--- config.mk ---
export PLATFORM = sky130hd
export DESIGN_NAME = tdm_demux_4ch_flat
export DESIGN_NICKNAME = d
export VERILOG_FILES = /design/src/rtl/tdm_demux_4ch_pkg.sv /design/src/rtl/tdm_demux_4ch_if.sv /design/src/rtl/tdm_demux_4ch_demux_1to4_en.sv /design/src/rtl/tdm_demux_4ch.sv /design/src/flat_wrapper.sv
export SDC_FILE = /design/constraint.sdc
export NUM_CORES = 1
export LEC_CHECK = 0
export CORE_MARGIN = 10
export CORE_UTILIZATION = 35
export CTS_BUF_LIST = sky130_fd_sc_hd__clkbuf_4
export CTS_CLUSTER_SIZE = 14
export DETAILED_ROUTE_END_ITERATION = 8
export PLACE_DENSITY_LB_ADDON = 0.25
export SETUP_SLACK_MARGIN = 0.15
export SLEW_MARGIN = 40
export SYNTH_ARGS = -nofsm -noshare
export SYNTH_HDL_FRONTEND = slang
export SYNTH_HIERARCHICAL = 1
export SYNTH_SLANG_ARGS = --single-unit
export TNS_END_PERCENT = 20
--- constraint.sdc ---
create_clock -name clk -period 1.8 [get_ports clk]
set_input_delay 0.36 -clock clk [delete_from_list [all_inputs] [get_ports clk]]
set_output_delay 0.36 -clock clk [all_outputs]
set_load 0.005 [all_outputs]
--- src/rtl/tdm_demux_4ch_pkg.sv ---
// Shared types for the 4-channel TDM demultiplexer: FSM states and slot index.
package tdm_pkg;
    localparam int unsigned CH_LOG2 = 2;
    localparam int unsigned NUM_CH  = 1 << CH_LOG2;

    typedef enum logic {
        HUNT,
        COLLECT
    } state_e;

    typedef logic [CH_LOG2-1:0] slot_t;
endpackage

--- src/rtl/tdm_demux_4ch_if.sv ---
// Serial word input and parallel frame output bundle of the TDM demultiplexer.
interface tdm_demux_4ch_if #(
    parameter int unsigned W  = 8,
    parameter int unsigned CH = 4
);
    logic            in_valid;
    logic            in_sof;
    logic [W-1:0]    in_data;
    logic            out_valid;
    logic            out_ready;
    logic [CH*W-1:0] out_data;
    logic            frame_err;
    logic            overrun;

    modport master (
        output in_valid, in_sof, in_data, out_ready,
        input  out_valid, out_data, frame_err, overrun
    );

    modport slave (
        input  in_valid, in_sof, in_data, out_ready,
        output out_valid, out_data, frame_err, overrun
    );
endinterface

--- src/rtl/tdm_demux_4ch_demux_1to4_en.sv ---
// 1-to-4 write-enable decoder: routes one enable to the staging slot selected by slot_i.
module demux_1to4_en
    import tdm_pkg::*;
(
    input  slot_t             slot_i,
    input  logic              en_i,
    output logic [NUM_CH-1:0] we_o
);
    always_comb begin
        we_o         = '0;
        we_o[slot_i] = en_i;
    end
endmodule

--- src/rtl/tdm_demux_4ch.sv ---
// TDM demultiplexer: collects 4 interleaved channel words per frame and releases each
// complete frame as one parallel bundle over a valid/ready handshake.
module tdm_demux_4ch
    import tdm_pkg::*;
#(
    parameter int unsigned W  = 8,
    parameter int unsigned CH = 4
) (
    input logic           clk,
    input logic           rst_n,
    tdm_demux_4ch_if.slave bus
);
    state_e            state_q, state_d;
    slot_t             slot_q, slot_d;
    logic [W-1:0]      stg_q [NUM_CH];
    logic [CH*W-1:0]   out_data_q, out_data_d;
    logic              out_valid_q, out_valid_d;
    logic              frame_err_q, frame_err_d;
    logic              overrun_q, overrun_d;

    logic              wr_en;
    slot_t             wr_slot;
    logic              frame_done;
    logic [NUM_CH-1:0] stg_we;

    // A sof always lands in slot 0, whether it opens a frame or resyncs one.
    assign wr_slot = bus.in_sof ? '0 : slot_q;

    demux_1to4_en u_demux (
        .slot_i (wr_slot),
        .en_i   (wr_en),
        .we_o   (stg_we)
    );

    always_comb begin
        state_d     = state_q;
        slot_d      = slot_q;
        wr_en       = 1'b0;
        frame_done  = 1'b0;
        frame_err_d = 1'b0;
        if (bus.in_valid) begin
            unique case (state_q)
                HUNT: begin
                    if (bus.in_sof) begin
                        wr_en   = 1'b1;
                        slot_d  = slot_t'(1);
                        state_d = COLLECT;
                    end
                end
                COLLECT: begin
                    wr_en = 1'b1;
                    if (bus.in_sof) begin
                        frame_err_d = (slot_q != '0);
                        slot_d      = slot_t'(1);
                    end else if (slot_q == slot_t'(NUM_CH - 1)) begin
                        frame_done = 1'b1;
                        slot_d     = '0;
                        state_d    = HUNT;
                    end else begin
                        slot_d = slot_q + slot_t'(1);
                    end
                end
                default: state_d = HUNT;
            endcase
        end
    end

    // The last word bypasses staging so the bundle is available one cycle after it.
    always_comb begin
        out_data_d  = out_data_q;
        out_valid_d = out_valid_q;
        overrun_d   = 1'b0;
        if (frame_done) begin
            if (!out_valid_q || bus.out_ready) begin
                out_data_d  = {bus.in_data, stg_q[2], stg_q[1], stg_q[0]};
                out_valid_d = 1'b1;
            end else begin
                overrun_d = 1'b1;
            end
        end else if (out_valid_q && bus.out_ready) begin
            out_valid_d = 1'b0;
        end
    end

    always_ff @(posedge clk or negedge rst_n) begin
        if (!rst_n) begin
            state_q     <= HUNT;
            slot_q      <= '0;
            out_data_q  <= '0;
            out_valid_q <= 1'b0;
            frame_err_q <= 1'b0;
            overrun_q   <= 1'b0;
        end else begin
            state_q     <= state_d;
            slot_q      <= slot_d;
            out_data_q  <= out_data_d;
            out_valid_q <= out_valid_d;
            frame_err_q <= frame_err_d;
            overrun_q   <= overrun_d;
        end
    end

    always_ff @(posedge clk or negedge rst_n) begin
        if (!rst_n) begin
            for (int unsigned k = 0; k < NUM_CH; k++) stg_q[k] <= '0;
        end else begin
            for (int unsigned k = 0; k < NUM_CH; k++) begin
                if (stg_we[k]) stg_q[k] <= bus.in_data;
            end
        end
    end

    assign bus.out_data  = out_data_q;
    assign bus.out_valid = out_valid_q;
    assign bus.frame_err = frame_err_q;
    assign bus.overrun   = overrun_q;
endmodule

--- src/flat_wrapper.sv ---
// flat-port wrapper written by rule: the top's interface ports become plain ports
module tdm_demux_4ch_flat import tdm_pkg::*;
#(
    parameter int unsigned W  = 8,
    parameter int unsigned CH = 4
)
  (clk, rst_n, bus_in_valid, bus_in_sof, bus_in_data, bus_out_ready, bus_out_valid, bus_out_data, bus_frame_err, bus_overrun);
  tdm_demux_4ch_if #(.W(W), .CH(CH)) bus_i ();
  input logic clk;
  input logic rst_n;
  input wire logic [$bits(bus_i.in_valid)-1:0] bus_in_valid;
  input wire logic [$bits(bus_i.in_sof)-1:0] bus_in_sof;
  input wire logic [$bits(bus_i.in_data)-1:0] bus_in_data;
  input wire logic [$bits(bus_i.out_ready)-1:0] bus_out_ready;
  output wire logic [$bits(bus_i.out_valid)-1:0] bus_out_valid;
  output wire logic [$bits(bus_i.out_data)-1:0] bus_out_data;
  output wire logic [$bits(bus_i.frame_err)-1:0] bus_frame_err;
  output wire logic [$bits(bus_i.overrun)-1:0] bus_overrun;
  assign bus_i.in_valid = bus_in_valid;
  assign bus_i.in_sof = bus_in_sof;
  assign bus_i.in_data = bus_in_data;
  assign bus_i.out_ready = bus_out_ready;
  assign bus_out_valid = bus_i.out_valid;
  assign bus_out_data = bus_i.out_data;
  assign bus_frame_err = bus_i.frame_err;
  assign bus_overrun = bus_i.overrun;
  tdm_demux_4ch #(.W(W), .CH(CH)) u_core (.clk(clk), .rst_n(rst_n), .bus(bus_i));
endmodule
==> flow_metrics.env, run 1 <==
export IMPL_io_pins=48
export IMPL_overflow=0
export IMPL_start_util_pct=35.5
export IMPL_cts_tree="done"
export IMPL_drt_iter0_markers=63
export IMPL_cts_buffer_depth=2
export IMPL_fill_cells=625
export IMPL_rows=31
export IMPL_port_buffers=47
export IMPL_htree_levels=3
export IMPL_post_route_min_period_ns=1.65
export IMPL_grt_max_degree=63
export IMPL_remaining_drc_errors=0
export IMPL_syn_to_final_growth_pct=36.2
export IMPL_r2r_start="u_core/slot_q[1]"
export IMPL_pre_cts_ws_ns=-0.237
export IMPL_die_area_sq_mm=0.0111
export IMPL_crit_required_ns=1.44
export IMPL_core_area_sq_mm=0.00718
export IMPL_setup_ws_ns=0.154
export IMPL_drive_above_1_share_pct=43.9
export IMPL_finalHoldViolCount=0
export IMPL_power_leakage_nw=1.70
export IMPL_ctsRootBufferMaster="clkbuf_4"
export IMPL_min_path_type="in -> async"
export IMPL_grt_pass1_wl_um=8350
export IMPL_postSynthAreaPerCell_sq_um=17.2
export IMPL_synth_area_sq_mm=0.00255
export IMPL_status="complete, no violations"
export IMPL_ir_worst_vdd_v=0.000621
export IMPL_critPathBufInv=1
export IMPL_place_gp_congestion=0.721
export IMPL_clkTransAtPathRegs_ns=0.11
export IMPL_grt_total_usage_pct=9.60
export IMPL_rsz0062_at_grt="yes"
export IMPL_power_mw=5.48
export IMPL_drv_slew=0
export IMPL_final_common_cell="dfrtp_1"
export IMPL_slew_headroom_pct=77.7
export IMPL_netlist_instances=148
export IMPL_via_per_inst=4.42
export IMPL_cp_cell_sequence="clkdlybuf4s50_1"
export IMPL_crit_path_start_kind="flop"
export IMPL_min_period_over_period_pct=91.4
export IMPL_max_stage_delay_ns=0.51
export IMPL_die_y_um=105
export IMPL_wl_um=4970
export IMPL_die_x_um=105
export IMPL_cts_sinks=62
export IMPL_cp_top_family="buffers and inverters"
export IMPL_antenna_diode_count=0
export IMPL_fin_skew_ns=0.0143
export IMPL_antenna_found_initial=0
export IMPL_power_density_mw_per_mm2=1580
export IMPL_path_class="reg -> out"
export IMPL_final_cell_mix="dfrtp_1 (62), clkdlybuf4s50_1 (30), mux2_4 (30), mux2_2 (26), buf_4 (19)"
export IMPL_cts_buffers=9
export IMPL_worst_slew_pin_slew_ns=0.334
export IMPL_wl_per_cell_um=15.2
export IMPL_cp_startpoint="u_core/bus.out_data[12]"
export IMPL_place_hpwl_um=3240
export IMPL_syn_nets=163
export IMPL_insertion_delay_ns=0.40
export IMPL_postRouteAntennaNets=0
export IMPL_cpMaxStageDelayCell="clkdlybuf4s50_1"
export IMPL_crit_fanout=2
export IMPL_whs_ns=0.486
export IMPL_max_freq_mhz=608
export IMPL_nets=238
export IMPL_firstDrtPassIters=3
export IMPL_yosys_warnings=6
export IMPL_grt_pass1_vias=1622
export IMPL_num_vias=1445
export IMPL_final_setup_tns_ns=0
export IMPL_setup_viol=0
export IMPL_cap_violations=0
export IMPL_arrival_ns=1.29
export IMPL_end_kind="primary output"
area by class of cell:
cell class	instances	area (sq um)	share of cell area (%)
well taps	99	124	3.57
inverters	3	11.3	0.324
repair buffers	71	716	20.6
multi-input cells	76	908	26.2
flip-flops and latches	62	1550	44.7
clock buffers	10	75.1	2.16
clock inverters	6	86.3	2.49
worst reg2reg max path: cells and delay by family (launching register included):
| family | cells | cell delay (ns) |
|---|---|---|
| buffers and inverters | 1 | 0.19 |
| and+or+nand+nor | 2 | 0.32 |
| muxes | 1 | 0.35 |
| adders and majority gates | 1 | 0.23 |
| DFF | 1 | 0.39 |
repair_timing:
item | CTS | global route
setup endpoints to repair | 33 | 50
gates resized for setup | 6 | 10
hold buffers | 1 | 0
pin swaps | 0 | 0
endpoints found under the hold margin | 62 | 0
setup buffers | 5 | 5
report_power, final:
| part | switching (mW) | leakage, nW | total (mW) | internal [mW] |
|---|---|---|---|---|
| Clock | 0.510 | 0.0864 | 1.09 | 0.577 |
| Sequential | 0.346 | 0.757 | 2.37 | 2.03 |
| Combinational | 0.574 | 0.852 | 2.02 | 1.44 |
| Total | 1.43 | 1.70 | 5.48 | 4.05 |
sequential cells by signal, summed over array words and instances, names as in the netlist:
register	count
u_core/slot_q	2
u_core/bus.out_data	32
u_core/bus.frame_err	1
u_core/bus.overrun	1
u_core/stg_q	24
u_core/bus.out_valid	1
u_core/state_q	1
per-stage QoR:
step | instances | util (%) | area (sq um)
floorplan | 148 | - | 2550
global placement | 300 | 44.7 | 3210
detailed placement | 300 | 44.7 | 3210
CTS | 322 | 47.5 | 3410
global route | 327 | 48.4 | 3470
finish | 327 | 48.4 | 3470
layer usage:
metal / GRT usage (%) / part of all wire, % / up-vias
li1: - / - / 667
met1: 11.7 / 47 / 730
met2: 13.4 / 44 / 41
met3: 5.48 / 7.8 / 7
met4: 4.41 / 1.3 / 0
met5: 0 / 0 / -
final timing paths:
check	cells after the start	slack, ns	endpoint
max	1	0.15	bus_out_data[12]
min	3	0.49	u_core/bus.out_data[8]
max reg2reg	5	0.21	u_core/bus.out_data[26]
min reg2reg	1	0.50	u_core/bus.out_data[13]
max in group asynchronous	3	1.02	u_core/bus.out_data[14]
min in group clk	1	0.50	u_core/bus.out_data[13]
(Power assumes the default switching activity.)
==> run 2: changes to the inputs <==
--- a/config.mk
+++ b/config.mk
@@ -6,7 +6,7 @@
 export NUM_CORES = 1
 export LEC_CHECK = 0
 export CORE_MARGIN = 10
-export CORE_UTILIZATION = 35
+export CORE_UTILIZATION = 53
 export CTS_BUF_LIST = sky130_fd_sc_hd__clkbuf_4
 export CTS_CLUSTER_SIZE = 14
 export DETAILED_ROUTE_END_ITERATION = 8
==> constraint.sdc (replaced) <==
create_clock -name clk -period 1.8 [get_ports clk]
set_input_delay 0.36 -clock clk [delete_from_list [all_inputs] [get_ports clk]]
set_output_delay 0.36 -clock clk [all_outputs]
set_load 0.02 [all_outputs]
==> flow_metrics.env, run 2 (synthesized netlist as in run 1, its figures left out) <==
export IMPL_syn_to_final_growth_pct=29.4
export IMPL_postRouteAntennaNets=0
export IMPL_remaining_drc_errors=0
export IMPL_worst_slew_pin_slew_ns=0.325
export IMPL_netSwitchingPower_mw=1.80
export IMPL_cpMaxStageDelayCell="clkdlybuf4s50_1"
export IMPL_internal_power_mw=3.81
export IMPL_whs_ns=0.486
export IMPL_fill_cells=308
export IMPL_placed_cell_area_sq_mm=0.00314
export IMPL_port_buffers=47
export IMPL_min_path_type="in -> async"
export IMPL_fin_skew_ns=0.0148
export IMPL_post_route_min_period_ns=1.73
export IMPL_p_seq_share_pct=42.8
export IMPL_die_area_sq_mm=0.00798
export IMPL_htree_levels=3
export IMPL_cts_sinks=62
export IMPL_drive_above_1_share_pct=40.4
export IMPL_crit_path_start_kind="flop"
export IMPL_ir_worst_vdd_v=0.000956
export IMPL_crit_fanout=2
export IMPL_grt_pass1_wl_um=8390
export IMPL_max_stage_delay_ns=0.61
export IMPL_final_cell_mix="dfrtp_1 (62), mux2_4 (30), clkdlybuf4s50_1 (29), mux2_2 (26), clkbuf_4 (11)"
export IMPL_crit_required_ns=1.44
export IMPL_power_leakage_nw=1.64
export IMPL_largest_reg_flops=32
export IMPL_io_pins=48
export IMPL_nets=228
export IMPL_grt_pass1_vias=1598
export IMPL_clkTransAtPathRegs_ns=0.10
export IMPL_overflow=0
export IMPL_layoutNonFillerInstCount=272
export IMPL_start_util_pct=54.3
export IMPL_r2r_cells=5
export IMPL_power_mw=5.61
export IMPL_grt_total_usage_pct=14.1
export IMPL_drt_iter0_markers=82
export IMPL_power_density_mw_per_mm2=1700
export IMPL_die_x_um=89.3
export IMPL_die_y_um=89.3
export IMPL_num_vias=1423
export IMPL_fin_util_pct=70.3
export IMPL_critPathBufInv=1
export IMPL_antenna_found_initial=0
export IMPL_ctsRootBufferMaster="clkbuf_4"
export IMPL_drv_slew=0
export IMPL_switching_share_pct=32.1
export IMPL_grt_max_degree=63
export IMPL_min_period_over_period_pct=96.3
export IMPL_wl_um=4960
export IMPL_finalHoldViolCount=0
export IMPL_via_per_inst=5.23
export IMPL_combPwrFrac_pct=41.0
export IMPL_place_gp_congestion=0.729
export IMPL_insertion_delay_ns=0.39
export IMPL_path_depth=1
export IMPL_wl_per_cell_um=18.2
export IMPL_firstDrtPassIters=4
export IMPL_cp_cell_sequence="clkdlybuf4s50_1"
export IMPL_end_kind="primary output"
export IMPL_cts_tree="done"
export IMPL_cap_violations=0
export IMPL_final_common_cell="dfrtp_1"
export IMPL_place_hpwl_um=3560
export IMPL_place_inst=255
export IMPL_max_freq_mhz=577
export IMPL_antenna_diode_count=0
export IMPL_fin_area_sq_mm=0.00330
export IMPL_slew_headroom_pct=78.3
export IMPL_cts_buffer_depth=2
export IMPL_status="complete, no violations"
export IMPL_rsz0062_at_grt="yes"
export IMPL_cp_top_family="buffers and inverters"
export IMPL_cts_buffers=9
export IMPL_setup_viol=0
export IMPL_core_area_sq_mm=0.00469
export IMPL_arrival_ns=1.37
export IMPL_path_class="reg -> out"
export IMPL_clkPwrFrac_pct=16.2
export IMPL_rows=25
==> run 2: cell count changes in the layout (fill, tap and decap cells not counted), sizes merged <==
cell | before | now
buf | 24 | 14
bufinv | 2 | 1
clkbuf | 10 | 11
clkdlybuf4s50 | 30 | 29
dlygate4sd2 | 6 | 7
==> run 2: path summary, 6_finish.rpt <==
path                            slack, ns                   start                       to
worst max-delay path                 0.07  u_core/bus.out_data[0]          bus_out_data[0]
worst min-delay path                 0.49                   rst_n  u_core/bus.out_data[24]
worst max register to register       0.21          u_core/state_q         u_core/stg_q[12]
worst min register to register       0.51        u_core/stg_q[24]   u_core/bus.out_data[0]
max in group asynchronous            1.03                   rst_n   u_core/bus.out_data[3]
min in group clk                     0.51        u_core/stg_q[24]   u_core/bus.out_data[0]
==> run 2: power groups by stage <==
stage | clock network [mW] | logic (mW) | registers (mW)
global placement | 0 | 2.32 | 2.39
finish | 0.911 | 2.30 | 2.40
floorplan | 0 | 1.01 | 2.77
global route | 0.999 | 2.46 | 2.50
CTS | 0.937 | 2.35 | 2.42
detailed placement | 0 | 2.39 | 2.44
==> run 2: area by class of cell <==
| type | count | area [sq um] | area share, % |
|---|---|---|---|
| Sequential cell | 62 | 1550 | 47.0 |
| Clock inverter | 5 | 50.0 | 1.52 |
| Clock buffer | 11 | 82.6 | 2.50 |
| Timing Repair Buffer | 61 | 627 | 19.0 |
| Inverter | 3 | 11.3 | 0.341 |
| Tap cell | 54 | 67.6 | 2.05 |
| Multi-Input combinational cell | 76 | 908 | 27.5 |
==> run 2: metal layers <==
layer	vias to the layer above	wire length (um)	track usage (%)
li1	651	-	-
met1	722	2070	15.9
met2	44	2480	23.2
met3	6	355	4.65
met4	0	52	7.37
met5	-	0	0
==> run 2: stage by stage <==
stage / setup slack (ns) / setup TNS (ns)
2_1_floorplan: 0.246 / 0
6_report: 0.0671 / 0
4_1_cts: 0.0328 / 0
3_5_place_dp: -0.214 / -8.38
3_3_place_gp: -0.144 / -5.93
5_1_grt: 0.0166 / 0
==> run 2: timing repair <==
action                                 CTS  global route
cloned                                   0             0
setup buffers                            0             0
setup endpoints to repair               35            53
endpoints found under the hold margin   62             0
hold buffers                             1             0
resized for setup                        7            10
